## config.mk

```make
export PLATFORM = sky130hd
export DESIGN_NAME = rally_ctrl
export DESIGN_NICKNAME = d
export VERILOG_FILES = /design/src/rtl/rally_ctrl_pkg.sv /design/src/rtl/rally_step_timer.sv /design/src/rtl/rally_ctrl.sv
export SDC_FILE = /design/constraint.sdc
export NUM_CORES = 1
export LEC_CHECK = 0
export BUFFER_PORTS_ARGS = -buffer_cell sky130_fd_sc_hd__buf_2
export CAP_MARGIN = 5
export CORE_MARGIN = 5
export CORE_UTILIZATION = 50
export DETAILED_ROUTE_END_ITERATION = 10
export PLACE_DENSITY = 0.63
export SLEW_MARGIN = 20
export SYNTH_ARGS = -nofsm -noshare
export SYNTH_HDL_FRONTEND = slang
export SYNTH_SLANG_ARGS = --single-unit
```

## constraint.sdc

```tcl
create_clock -name clk -period 6.3 [get_ports clk]
set_input_delay 0.945 -clock clk [delete_from_list [all_inputs] [get_ports clk]]
set_output_delay 0.945 -clock clk [all_outputs]
set_load 0.01 [all_outputs]
```

## src/rtl/rally_ctrl_pkg.sv

```systemverilog
// rally_ctrl_pkg: shared state encoding, key bit indices and score helper for the rally game.
package rally_ctrl_pkg;
    typedef enum logic [2:0] {SERVE, TO_P2, TO_P1, POINT, OVER} state_t;
    localparam int KEY_P1    = 3;
    localparam int KEY_RST   = 2;
    localparam int KEY_PAUSE = 1;
    localparam int KEY_P2    = 0;
    localparam int CW        = 27;
    function automatic logic [3:0] sat_inc(input logic [3:0] s, input logic [3:0] lim);
        return (s >= lim) ? lim : s + 4'd1;
    endfunction
endpackage

```

## src/rtl/rally_step_timer.sv

```systemverilog
// rally_step_timer: free-running step counter that pulses wrap on its last count.
module rally_step_timer
    import rally_ctrl_pkg::*;
(
    input  logic          clk,
    input  logic          rst_n,
    input  logic          clr,
    input  logic          en,
    input  logic [CW-1:0] period,
    output logic          wrap
);
    logic [CW-1:0] cnt;
    assign wrap = en && (cnt == period - CW'(1));
    always_ff @(posedge clk or negedge rst_n)
        if (!rst_n)
            cnt <= '0;
        else if (clr)
            cnt <= '0;
        else if (en)
            cnt <= wrap ? '0 : cnt + CW'(1);
endmodule

```

## src/rtl/rally_ctrl.sv

```systemverilog
// rally_ctrl: table-tennis sequencer driving serve, ball travel, judging, scoring and game-over.
module rally_ctrl
    import rally_ctrl_pkg::*;
#(
    parameter int LEDS      = 8,
    parameter int STEP_INIT = 12_500_000,
    parameter int STEP_DEC  = 1_000_000,
    parameter int STEP_MIN  = 4_000_000,
    parameter int HOLD      = 50_000_000,
    parameter int WIN_SCORE = 11
) (
    input  logic            clk,
    input  logic            rst_n,
    input  logic [3:0]      key_flag,
    output logic [LEDS-1:0] led,
    output logic [3:0]      score1,
    output logic [3:0]      score2,
    output logic            server,
    output logic            paused,
    output logic            game_over,
    output logic [1:0]      winner
);
    localparam int PW = $clog2(LEDS);
    localparam logic [PW-1:0] END1 = PW'(LEDS - 1);
    localparam logic [3:0] WIN = 4'(WIN_SCORE);
    state_t state_q, state_d;
    logic [PW-1:0] pos_q, pos_d;
    logic [CW-1:0] period_q, period_d, dec_period;
    logic [3:0] s1_d, s2_d;
    logic [1:0] winner_d;
    logic [LEDS-1:0] led_d;
    logic server_d, paused_d;
    logic rst_k, p1, p2, pz, moving, active, rx_hit, rx_end, srv_hit, p1_scores, point, clr, en, wrap;
    assign rst_k      = key_flag[KEY_RST];
    assign p1         = key_flag[KEY_P1];
    assign p2         = key_flag[KEY_P2];
    assign pz         = key_flag[KEY_PAUSE];
    assign moving     = (state_q == TO_P1) || (state_q == TO_P2);
    assign paused_d   = moving && !rst_k && (paused ^ pz);
    assign active     = moving && !paused_d;
    assign p1_scores  = (state_q == TO_P2);
    assign rx_hit     = p1_scores ? p2 : p1;
    assign rx_end     = p1_scores ? (pos_q == '0) : (pos_q == END1);
    assign srv_hit    = server ? p2 : p1;
    assign point      = active && (rx_hit ? !rx_end : (wrap && rx_end));
    assign dec_period = (period_q >= CW'(STEP_MIN + STEP_DEC)) ? period_q - CW'(STEP_DEC) : CW'(STEP_MIN);
    // A receiver hit wins over a coinciding wrap because clear has priority in the timer.
    assign clr        = rst_k || (state_q == SERVE && srv_hit) || (active && rx_hit);
    assign en         = (state_q == POINT) || active;
    rally_step_timer u_timer (
        .clk    (clk),
        .rst_n  (rst_n),
        .clr    (clr),
        .en     (en),
        .period ((state_q == POINT) ? CW'(HOLD) : period_q),
        .wrap   (wrap)
    );
    always_comb begin
        state_d  = state_q;
        pos_d    = pos_q;
        period_d = period_q;
        s1_d     = score1;
        s2_d     = score2;
        server_d = server;
        winner_d = winner;
        unique case (state_q)
            SERVE: if (srv_hit) begin
                state_d  = server ? TO_P1 : TO_P2;
                period_d = CW'(STEP_INIT);
            end
            TO_P1, TO_P2: if (point) begin
                state_d  = POINT;
                s1_d     = p1_scores ? sat_inc(score1, WIN) : score1;
                s2_d     = p1_scores ? score2 : sat_inc(score2, WIN);
                server_d = p1_scores;
            end else if (active && rx_hit) begin
                state_d  = p1_scores ? TO_P1 : TO_P2;
                period_d = dec_period;
            end else if (active && wrap)
                pos_d = p1_scores ? pos_q - PW'(1) : pos_q + PW'(1);
            POINT: if (wrap) begin
                state_d  = (score1 == WIN || score2 == WIN) ? OVER : SERVE;
                winner_d = (score1 == WIN) ? 2'b01 : (score2 == WIN) ? 2'b10 : 2'b00;
                pos_d    = (score1 == WIN) ? END1 : (score2 == WIN || server) ? '0 : END1;
            end
            default: ;
        endcase
        if (rst_k) begin
            state_d  = SERVE;
            pos_d    = END1;
            period_d = CW'(STEP_INIT);
            s1_d     = '0;
            s2_d     = '0;
            server_d = 1'b0;
            winner_d = 2'b00;
        end
        led_d = (state_d == POINT) ? '1 : LEDS'(1) << pos_d;
    end
    always_ff @(posedge clk or negedge rst_n)
        if (!rst_n) begin
            state_q   <= SERVE;
            pos_q     <= END1;
            period_q  <= CW'(STEP_INIT);
            score1    <= '0;
            score2    <= '0;
            server    <= 1'b0;
            paused    <= 1'b0;
            winner    <= 2'b00;
            game_over <= 1'b0;
            led       <= LEDS'(1) << END1;
        end else begin
            state_q   <= state_d;
            pos_q     <= pos_d;
            period_q  <= period_d;
            score1    <= s1_d;
            score2    <= s2_d;
            server    <= server_d;
            paused    <= paused_d;
            winner    <= winner_d;
            game_over <= (state_d == OVER);
            led       <= led_d;
        end
endmodule

```

==> flow_summary.rst, run 1 <==
.. list-table::
   :header-rows: 1

   * - Metric
     - Value
   * - Setup violation total in the final timing report
     - 0
   * - Post-synthesis cell area
     - 5690 sq um
   * - Crit path DAT
     - 5.49 ns
   * - IO Pins
     - 27
   * - Max FO, Critical Path
     - 21
   * - Post-layout power
     - 1.34 mW
   * - Cell count after placement
     - 830
   * - Cells on Worst Hold Path
     - 2
   * - Async SR Flop Fraction
     - 1.00
   * - Classification of the worst-slack hold path
     - flop to flop
   * - Post-route core utilization
     - 0.549
   * - Setup bufs post-CTS
     - 0
   * - Half-perimeter wire length after detailed placement
     - 11.1 mm
   * - Status
     - finished clean
   * - First DRT Iteration DRCs
     - 497
   * - Kind of end point of the critical path
     - flop
   * - Library cell with the highest instance count after synthesis
     - o21ai_0
   * - Worst reg2reg setup slack
     - 1.05 ns
   * - Leakage power
     - 2.54 nW
   * - Share of the synthesized area in the top cell type
     - 0.264
   * - Number of synthesis warnings
     - 0
   * - Reg2reg end
     - period_q[14]
   * - Routed via count divided by cell count
     - 6.40
   * - Peak supply drop
     - 0.160 mV
   * - Complex-gate fraction of the synthesized area
     - 0.244
   * - Min-Delay Endpoint
     - winner[1]
   * - Headroom to the max-slew limit
     - 0.472
   * - Ratio of cells with drive above 1 in the final layout
     - 0.132
   * - Final period utilization
     - 0.834
   * - Site Rows
     - 39
   * - DRC viols
     - 0
   * - Die width
     - 117 um
   * - Worst R2R Start
     - state_q[0]
   * - Leading post-synthesis cells by cell area
     - dfrtp_1, dfstp_2, o21ai_0
   * - Max cap viols
     - 0
   * - Total via count after detailed routing
     - 5,414
   * - Wirelength, routed
     - 15.6 mm
   * - Tightest Pin Transition
     - 0.789 ns
   * - Critical Setup Path Class
     - flop to flop
   * - Synth cell count leaders
     - o21ai_0, nand2_1, nor2_1, dfrtp_1, clkbuf_1
   * - Number of enable flip-flop cells after synthesis
     - 0
   * - Dominant combinational cell family by area after synthesis
     - simple AND/OR/NAND/NOR gates
   * - Height of the die
     - 117 um
   * - Clock root buffer
     - clkbuf_16
   * - CP required
     - 6.54 ns
   * - Shortest clock period the worst path allows after layout
     - 5.25 ns
   * - Maximum number of pins on one net before global-route repair
     - 77
   * - Die area
     - 13,600 sq um
   * - Final antenna diode count
     - 0
   * - Unrepaired setup endpoints after global routing
     - no
   * - Clock buffer count from CTS
     - 9
   * - Xor/xnor cell area share of the yosys netlist
     - 0.0416
   * - Number of nets still failing antenna checks after routing
     - 0
   * - Buffer levels on the longest clock path
     - 2
   * - Via count of the first global-routing pass
     - 4,982
   * - Post-detailed-route wirelength per cell
     - 18.4 um
   * - Hold buffer count at CTS
     - 0
   * - Number of H-tree branching levels
     - 3
   * - Post-synthesis cell type count
     - 80
   * - PostCTS Resize Cnt
     - 0
   * - Final RePlAce weighted congestion
     - 0.912
   * - Setup TNS
     - 0 ns
   * - Area grow syn2layout
     - 8.77%
   * - Nature of the critical path startpoint
     - flop
   * - # port buffers
     - 26
   * - Post-route clock skew
     - 0.00352 ns
   * - Number of pins exceeding their max-slew limit in the final report
     - 0
   * - Grt total ovfl
     - 0
   * - Setup WS post-layout
     - 1.05 ns
   * - Post-synthesis share of cell area spent on full adders, half adders and majority gates
     - 0.0189
   * - Upper clock frequency limit
     - 0.190 GHz
   * - Overall Global Routing Usage
     - 0.243
   * - Clk_lat worst skew
     - 0.35 ns
   * - Simple-gate portion of the synthesized area
     - 0.293
   * - Most instantiated flip-flop cell in the synthesis netlist
     - dfrtp_1
   * - Start point of the worst min-delay path
     - winner[1]
   * - Number of instances in the synthesized netlist
     - 706
   * - Fraction of the yosys area taken by sequential cells
     - 0.338
   * - Logic depth of the worst register-to-register path
     - 14
   * - Share of cell area taken by muxes after synthesis
     - 0.0123
   * - CTS sink count
     - 76
   * - Final standard cell count with taps included and fillers excluded
     - 846
   * - Flop and latch count out of synthesis
     - 76
   * - Worst slack, placed
     - 1.18 ns
   * - First drt pass iteration count
     - 5
   * - Floorplan core area
     - 11,300 sq um
   * - Cell taking the most area after synthesis
     - dfrtp_1
   * - Number of hold violations in the final report
     - 0
   * - Initial antenna violation count
     - 0
   * - CTS tree
     - done
   * - Syn_area_per_cell
     - 8.06 sq um
   * - Initial cell density of the core
     - 0.505
   * - Global-route wire length before repair
     - 26.1 mm
   * - Pwr per Cell Area
     - 217 nW/um^2
   * - Final layout net count
     - 712
   * - Clock-pin slew on the worst setup and hold paths
     - 0.06 ns
## routing by layer
layer,global-route usage,vias up,share of wire
met5,0,-,0
met4,0.0826,0,0.018
li1,-,2599,-
met3,0.0472,19,0.059
met1,0.332,2616,0.44
met2,0.386,180,0.48
## stage by stage
stage                     cell area [sq um]  hold slack [ns]
after floorplan                        5690            0.495
final                                  6190            0.543
after global placement                 5830            0.502
after global routing                   6190            0.567
after detailed placement               5830            0.527
after CTS                              6190            0.545
## placed cells by master, fill, tap and decap left out, drive strengths merged, types with 8 or more instances in the layout
cell    count
o21ai      81
nand2      71
nor2       70
dfrtp      60
buf        31
a21oi      30
nand3      25
nor4       21
nor3       20
xnor2      17
and3       17
inv        17
dfstp      16
o31ai      12
nand4      12
clkbuf     12
xor2       10
a31oi      10
or2        10
and2        9
o21a        9
o32ai       9
o211ai      9
nand3b      8
## worst max path at each step
stage	start	to	slack (ns)	cells after the start
after floorplan	state_q[1]	period_q[16]	2.13	17
after global placement	state_q[2]	period_q[14]	1.40	14
after detailed placement	state_q[2]	period_q[14]	1.18	14
after CTS	state_q[2]	period_q[14]	1.16	14
after global routing	state_q[0]	period_q[11]	0.55	14
final	state_q[0]	period_q[14]	1.05	14
## state kept, by name, summed over array words and instances (netlist names)
| signal | count |
|---|---|
| game_over | 1 |
| led | 8 |
| paused | 1 |
| period_q | 22 |
| pos_q | 3 |
| score1 | 4 |
| score2 | 4 |
| server | 1 |
| state_q | 3 |
| u_timer.cnt | 27 |
| winner | 2 |
## layout make-up
type	count	area (sq um)
Clock buffer	12	256
Clock inverter	4	95.1
Fill cell	1038	5080
Inverter	18	67.6
Multi-Input combinational cell	562	3500
Sequential cell	76	1920
Tap cell	143	179
Timing Repair Buffer	31	174
## worst max-delay path, cell delays in order (launching register included)
cell and delay (ns):
dfrtp_1 0.72, nand3b_1 0.13, buf_4 0.24, nand2_1 0.12
ha_1 0.23, nor3b_1 0.51, nand3_1 0.22, xnor2_1 0.20
or2_2 0.29, a2111oi_2 0.54, nand3_4 0.23, o41ai_4 0.59
a31o_1 0.63, nor2_1 0.23, a22o_1 0.25
## where the power goes
group | internal, mW | switching (mW) | total (mW)
registers | 0.507 | 0.0385 | 0.545
logic | 0.0640 | 0.119 | 0.183
clock network | 0.408 | 0.206 | 0.614
## cells by family (layout without fill, tap and decap cells)
| group | count (synthesis) | count (layout) |
|---|---|---|
| simple gates | 310 | 310 |
| compound gates | 208 | 208 |
| flops | 76 | 76 |
| buf+inv | 69 | 65 |
| xor+xnor | 27 | 27 |
| fa+ha+maj | 8 | 8 |
| mux | 7 | 7 |
| other cells | 1 | 2 |
Power figures use the tool's default switching activity.
==> inputs of run 2 (changes only) <==
==> constraint.sdc (replaced) <==
create_clock -name clk -period 5 [get_ports clk]
set_input_delay 0.75 -clock clk [delete_from_list [all_inputs] [get_ports clk]]
set_output_delay 0.75 -clock clk [all_outputs]
set_load 0.01 [all_outputs]
==> run 2 against run 1 <==
  * Worst hold slack got worse by 0.20 ns
  * First-iteration DRC count rose by 0.20%
  * Global-route usage fell by 0.16 points
  * Sequential share of layout area barely moved
  * Routed wire length rose by 2.2%
  * Critical endpoint is now led[3]
  * Largest cell class unchanged
==> flow_summary.rst, run 2 (same netlist as run 1, synthesis figures left out) <==
.. list-table::
   :header-rows: 1

   * - Metric
     - Value
   * - Status
     - finished clean
   * - Ratio of cells with drive above 1 in the final layout
     - 0.140
   * - Headroom to the max-slew limit
     - 0.377
   * - Wirelength, routed
     - 15.9 mm
   * - Peak supply drop
     - 0.184 mV
   * - Cell count after placement
     - 835
   * - First DRT Iteration DRCs
     - 498
   * - Worst R2R Start
     - state_q[2]
   * - Final layout net count
     - 718
   * - Setup violation total in the final timing report
     - 0
   * - Fin area
     - 6190 sq um
   * - Initial cell density of the core
     - 0.505
   * - Maximum number of pins on one net before global-route repair
     - 77
   * - Reg2reg end
     - led[3]
   * - Number of hold violations in the final report
     - 0
   * - Total via count after detailed routing
     - 5,520
   * - Number of pins exceeding their max-slew limit in the final report
     - 0
   * - Via count of the first global-routing pass
     - 5,098
   * - Overall Global Routing Usage
     - 0.241
   * - Floorplan core area
     - 11,300 sq um
   * - Number of flip-flops under the largest register name
     - 27
   * - Final period utilization
     - 0.885
   * - Crit path DAT
     - 4.67 ns
   * - Registers with the most flip-flops
     - u_timer.cnt x27, period_q x22, led x8
   * - Hold buffer count at CTS
     - 0
   * - Shortest clock period the worst path allows after layout
     - 4.43 ns
   * - Number of nets still failing antenna checks after routing
     - 0
   * - # port buffers
     - 26
   * - Setup bufs post-CTS
     - 0
   * - IO Pins
     - 27
   * - Leading cell types in the layout, fill and taps excluded
     - o21ai_0, nand2_1, nor2_1
   * - Post-route clock skew
     - 0.00521 ns
   * - Initial antenna violation count
     - 0
   * - Unrepaired setup endpoints after global routing
     - no
   * - Kind of end point of the critical path
     - flop
   * - Reg with most FFs
     - u_timer.cnt
   * - DRC viols
     - 0
   * - Final RePlAce weighted congestion
     - 0.938
   * - Post-layout power
     - 1.59 mW
   * - Routed via count divided by cell count
     - 6.48
   * - Post-detailed-route wirelength per cell
     - 18.7 um
   * - Area grow syn2layout
     - 8.75%
   * - Grt total ovfl
     - 0
   * - Setup TNS
     - 0 ns
   * - Final standard cell count with taps included and fillers excluded
     - 852
   * - CP required
     - 5.24 ns
   * - Upper clock frequency limit
     - 0.226 GHz
   * - Classification of the worst-slack hold path
     - input pin to async pin
   * - Clock-pin slew on the worst setup and hold paths
     - 0.06 ns
   * - Tightest Pin Transition
     - 0.935 ns
   * - Clk_lat worst skew
     - 0.34 ns
   * - Number of H-tree branching levels
     - 3
   * - Global-route wire length before repair
     - 26.1 mm
   * - Clock buffer count from CTS
     - 9
   * - CTS sink count
     - 76
   * - Final antenna diode count
     - 0
   * - Die width
     - 117 um
   * - Critical Setup Path Class
     - flop to flop
   * - Pwr per Cell Area
     - 257 nW/um^2
   * - Leakage power
     - 2.55 nW
   * - Max FO, Critical Path
     - 10
   * - Nature of the critical path startpoint
     - flop
   * - Max cap viols
     - 0
   * - Post-place instance area
     - 5860 sq um
   * - Height of the die
     - 117 um
   * - First drt pass iteration count
     - 5
   * - Worst reg2reg setup slack
     - 0.57 ns
   * - Die area
     - 13,600 sq um
   * - Site Rows
     - 39
   * - Buffer levels on the longest clock path
     - 2
   * - CTS tree
     - done
   * - Clock root buffer
     - clkbuf_16
   * - Most frequent standard cell in the layout excluding fill and tap cells
     - o21ai_0
   * - Logic depth of the worst register-to-register path
     - 13
   * - Half-perimeter wire length after detailed placement
     - 11.2 mm
   * - PostCTS Resize Cnt
     - 0
run 2: cell count changes in the layout (fill, tap and decap cells not counted), sizes merged:
cell,delta
buf,+6
bufinv,-2
clkinvlp,+1
clkinv,+1
run 2: critical path: stages, from the launching register on:
cell       delay [ns]
dfrtp_1          0.37
nand3b_1         0.18
nand2_1          0.13
ha_1             0.23
nor3b_1          0.51
nand3_1          0.22
xnor2_1          0.19
or2_2            0.29
a2111oi_2        0.54
nand3_4          0.21
o31a_1           0.33
nor4_1           0.72
o21ai_0          0.24
o32ai_1          0.16
run 2: per-layer routing:
metal / share of wire / track usage / wire length, um
met1: 0.45 / 0.327 / 7100
met2: 0.48 / 0.380 / 7580
met3: 0.050 / 0.0409 / 800
met4: 0.028 / 0.104 / 450
met5: 0 / 0 / 0
run 2: layout make-up:
class,count,area [sq um]
Tap cell,143,179
Timing Repair Buffer,37,228
Multi-Input combinational cell,562,3490
Fill cell,1031,5080
Clock buffer,12,256
Sequential cell,76,1920
Clock inverter,4,47.5
Inverter,18,67.6
run 2: power breakdown:
group	internal [mW]	leakage, nW	switching (mW)
Clock	0.412	0.149	0.253
Combinational	0.0841	1.40	0.157
Sequential	0.639	1.00	0.0465
run 2: through the flow:
step | worst slack, ns | hold WS, ns | utilization
floorplan | 0.828 | 0.454 | -
global placement | 0.779 | 0.505 | 0.520
detailed placement | 0.625 | 0.525 | 0.520
CTS | 0.569 | 0.538 | 0.547
global route | 0.145 | 0.378 | 0.549
finish | 0.574 | 0.345 | 0.549
run 2: worst max path at each step:
stage	startpoint	to	slack, ns
finish	state_q[2]	led[3]	0.57
global route	state_q[2]	led[7]	0.14
CTS	state_q[2]	led[7]	0.57
detailed placement	state_q[2]	led[7]	0.63
global placement	state_q[2]	led[7]	0.78
floorplan	state_q[1]	period_q[16]	0.83
==> inputs of run 3 (changes only) <==
--- a/config.mk
+++ b/config.mk
@@ -10,8 +10,9 @@
 export CORE_MARGIN = 5
 export CORE_UTILIZATION = 50
 export DETAILED_ROUTE_END_ITERATION = 10
-export PLACE_DENSITY = 0.63
+export PLACE_DENSITY = 0.71
 export SLEW_MARGIN = 20
 export SYNTH_ARGS = -nofsm -noshare
 export SYNTH_HDL_FRONTEND = slang
+export SYNTH_HIERARCHICAL = 1
 export SYNTH_SLANG_ARGS = --single-unit
==> run 3 against run 2 <==
  * Count of clock-buffer cells in the layout did not move
  * Clock power up 11%
  * Critical path depth up 3
  * Largest power group is now combinational logic
  * Sequential power is 20% higher
  * Core utilization grew 2.1 points
  * Clock skew up 0.0044 ns
  * Via count is 9.5% higher
==> flow_summary.rst, run 3 <==
.. list-table::
   :header-rows: 1

   * - Metric
     - Value
   * - Peak supply drop
     - 0.224 mV
   * - Via count of the first global-routing pass
     - 5,600
   * - CTS tree
     - done
   * - Number of instances in the synthesized netlist
     - 740
   * - Final RePlAce weighted congestion
     - 0.954
   * - Routed via count divided by cell count
     - 6.46
   * - Clock-pin slew on the worst setup and hold paths
     - 0.06 ns
   * - Final layout net count
     - 797
   * - Initial cell density of the core
     - 0.507
   * - Setup violation total in the final timing report
     - 0
   * - Share of the synthesized area in the top cell type
     - 0.248
   * - Pwr per Cell Area
     - 395 nW/um^2
   * - First drt pass iteration count
     - 6
   * - Height of the die
     - 120 um
   * - Nature of the critical path startpoint
     - flop
   * - Cell taking the most area after synthesis
     - dfrtp_1
   * - Wirelength, routed
     - 17.1 mm
   * - Max cap viols
     - 0
   * - Shortest clock period the worst path allows after layout
     - 4.68 ns
   * - CTS sink count
     - 76
   * - Overall Global Routing Usage
     - 0.238
   * - Registers with the most flip-flops
     - u_timer/cnt x27, period_q x22, led x8
   * - Syn_area_per_cell
     - 8.19 sq um
   * - Critical Setup Path Class
     - flop to flop
   * - Site Rows
     - 40
   * - Synth cell count leaders
     - nor2_1, nand2_1, dfrtp_1, a21oi_1, clkbuf_1
   * - Area grow syn2layout
     - 12.5%
   * - Clock root buffer
     - clkbuf_16
   * - Async SR Flop Fraction
     - 1.00
   * - Status
     - finished clean
   * - Global-route wire length before repair
     - 28.1 mm
   * - DRC viols
     - 0
   * - Post-route clock skew
     - 0.00959 ns
   * - CP required
     - 5.22 ns
   * - Maximum number of pins on one net before global-route repair
     - 77
   * - Post-detailed-route wirelength per cell
     - 18.3 um
   * - Reg with most FFs
     - u_timer/cnt
   * - Leading post-synthesis cells by cell area
     - dfrtp_1, dfstp_2, nor2_1
   * - Flop and latch count out of synthesis
     - 76
   * - Grt total ovfl
     - 0
   * - Classification of the worst-slack hold path
     - input pin to async pin
   * - Number of nets still failing antenna checks after routing
     - 0
   * - Clock buffer count from CTS
     - 9
   * - Post-layout power
     - 2.69 mW
   * - Ratio of cells with drive above 1 in the final layout
     - 0.169
   * - Floorplan core area
     - 12,000 sq um
   * - Die width
     - 120 um
   * - Setup TNS
     - 0 ns
   * - Number of pins exceeding their max-slew limit in the final report
     - 0
   * - Final antenna diode count
     - 0
   * - Total via count after detailed routing
     - 6,044
   * - Number of flip-flops under the largest register name
     - 27
   * - Number of synthesis warnings
     - 6
   * - Headroom to the max-slew limit
     - 0.381
   * - IO Pins
     - 27
   * - First DRT Iteration DRCs
     - 579
   * - Number of enable flip-flop cells after synthesis
     - 0
   * - Most instantiated flip-flop cell in the synthesis netlist
     - dfrtp_1
   * - Clk_lat worst skew
     - 0.34 ns
   * - Post-synthesis cell type count
     - 92
   * - Most frequent standard cell in the layout excluding fill and tap cells
     - nor2_1
   * - Tightest Pin Transition
     - 0.920 ns
   * - Crit path DAT
     - 4.90 ns
   * - Post-synthesis cell area
     - 6060 sq um
   * - Fraction of the yosys area taken by sequential cells
     - 0.317
   * - Buffer levels on the longest clock path
     - 2
   * - Die area
     - 14,400 sq um
   * - Half-perimeter wire length after detailed placement
     - 12.1 mm
   * - Unrepaired setup endpoints after global routing
     - no
   * - Final period utilization
     - 0.936
   * - Kind of end point of the critical path
     - flop
   * - Logic depth of the worst register-to-register path
     - 16
   * - Upper clock frequency limit
     - 0.214 GHz
   * - Number of hold violations in the final report
     - 0
   * - Initial antenna violation count
     - 0
   * - Library cell with the highest instance count after synthesis
     - nor2_1
   * - Max FO, Critical Path
     - 17
   * - Leakage power
     - 2.77 nW
   * - Number of H-tree branching levels
     - 3
   * - Leading cell types in the layout, fill and taps excluded
     - nor2_1, nand2_1, dfrtp_1
   * - # port buffers
     - 26
==> run 3: cells by family (layout without fill, tap and decap cells) <==
logic type,after synthesis,after routing,share of synthesized area
flops,76,76,0.317
fa+ha+maj,7,7,0.0157
simple gates,331,331,0.307
other cells,1,30,0.000619
xor+xnor,37,37,0.0535
compound gates,205,205,0.233
buf+inv,70,90,0.0491
mux,13,13,0.0237
==> run 3: cell type report <==
cell class / instances / area (sq um)
clock buffers: 12 / 267
clock inverters: 4 / 70.1
fillers: 1077 / 5140
inverters: 30 / 113
multi-input cells: 623 / 3980
flip-flops and latches: 76 / 1920
well taps: 147 / 184
repair buffers: 44 / 288
==> run 3: worst max-delay path, cell delays in order, from the launching register on <==
cell and delay, ns:
dfrtp_1 0.37, and3b_2 0.28, buf_4 0.20, or2_2 0.34, nor4_2 0.36, nand4_1 0.21
or4_1 0.45, a211oi_1 0.35, o22ai_2 0.12, a21oi_1 0.12, and3_1 0.22, o211ai_1 0.17
or3_4 0.40, a211oi_2 0.30, o21a_1 0.25, inv_1 0.13, o32ai_1 0.30
==> run 3: metrics by stage <==
step / worst slack (ns) / std cells / hold slack [ns] / util / cell area [sq um]
final: 0.319 / 936 / 0.346 / 0.570 / 6820
after global routing: 0.0659 / 936 / 0.382 / 0.570 / 6820
after CTS: 0.195 / 933 / 0.521 / 0.564 / 6750
after detailed placement: 0.203 / 917 / 0.507 / 0.536 / 6410
after global placement: 0.411 / 917 / 0.500 / 0.536 / 6410
after floorplan: 0.356 / 769 / 0.454 / - / 6170
==> run 3: worst paths after layout <==
| check | to | slack (ns) | start |
|---|---|---|---|
| min | score2[0] | 0.35 | rst_n |
| min in group clk | winner[0] | 0.51 | winner[0] |
| max | led[0] | 0.32 | state_q[1] |
| max reg2reg | led[0] | 0.32 | state_q[1] |
| max in group asynchronous | led[7] | 4.02 | rst_n |
| min reg2reg | winner[0] | 0.51 | winner[0] |
==> run 3: timing repair <==
action | in CTS | in global routing
setup endpoints to repair | 0 | 19
buffers inserted | 0 | 2
gates resized for setup | 0 | 5
hold buffers | 0 | 0
==> run 3: power breakdown <==
part / total [mW] / switching [mW] / internal (mW)
logic: 1.13 / 0.739 / 0.392
registers: 0.823 / 0.109 / 0.714
clock network: 0.739 / 0.262 / 0.477
total: 2.69 / 1.11 / 1.58
==> run 3: layer usage <==
layer	GRT usage	vias up	share of wire
li1	-	2837	-
met1	0.323	2887	0.44
met2	0.383	279	0.47
met3	0.0443	41	0.076
met4	0.0773	0	0.021
met5	0	-	0
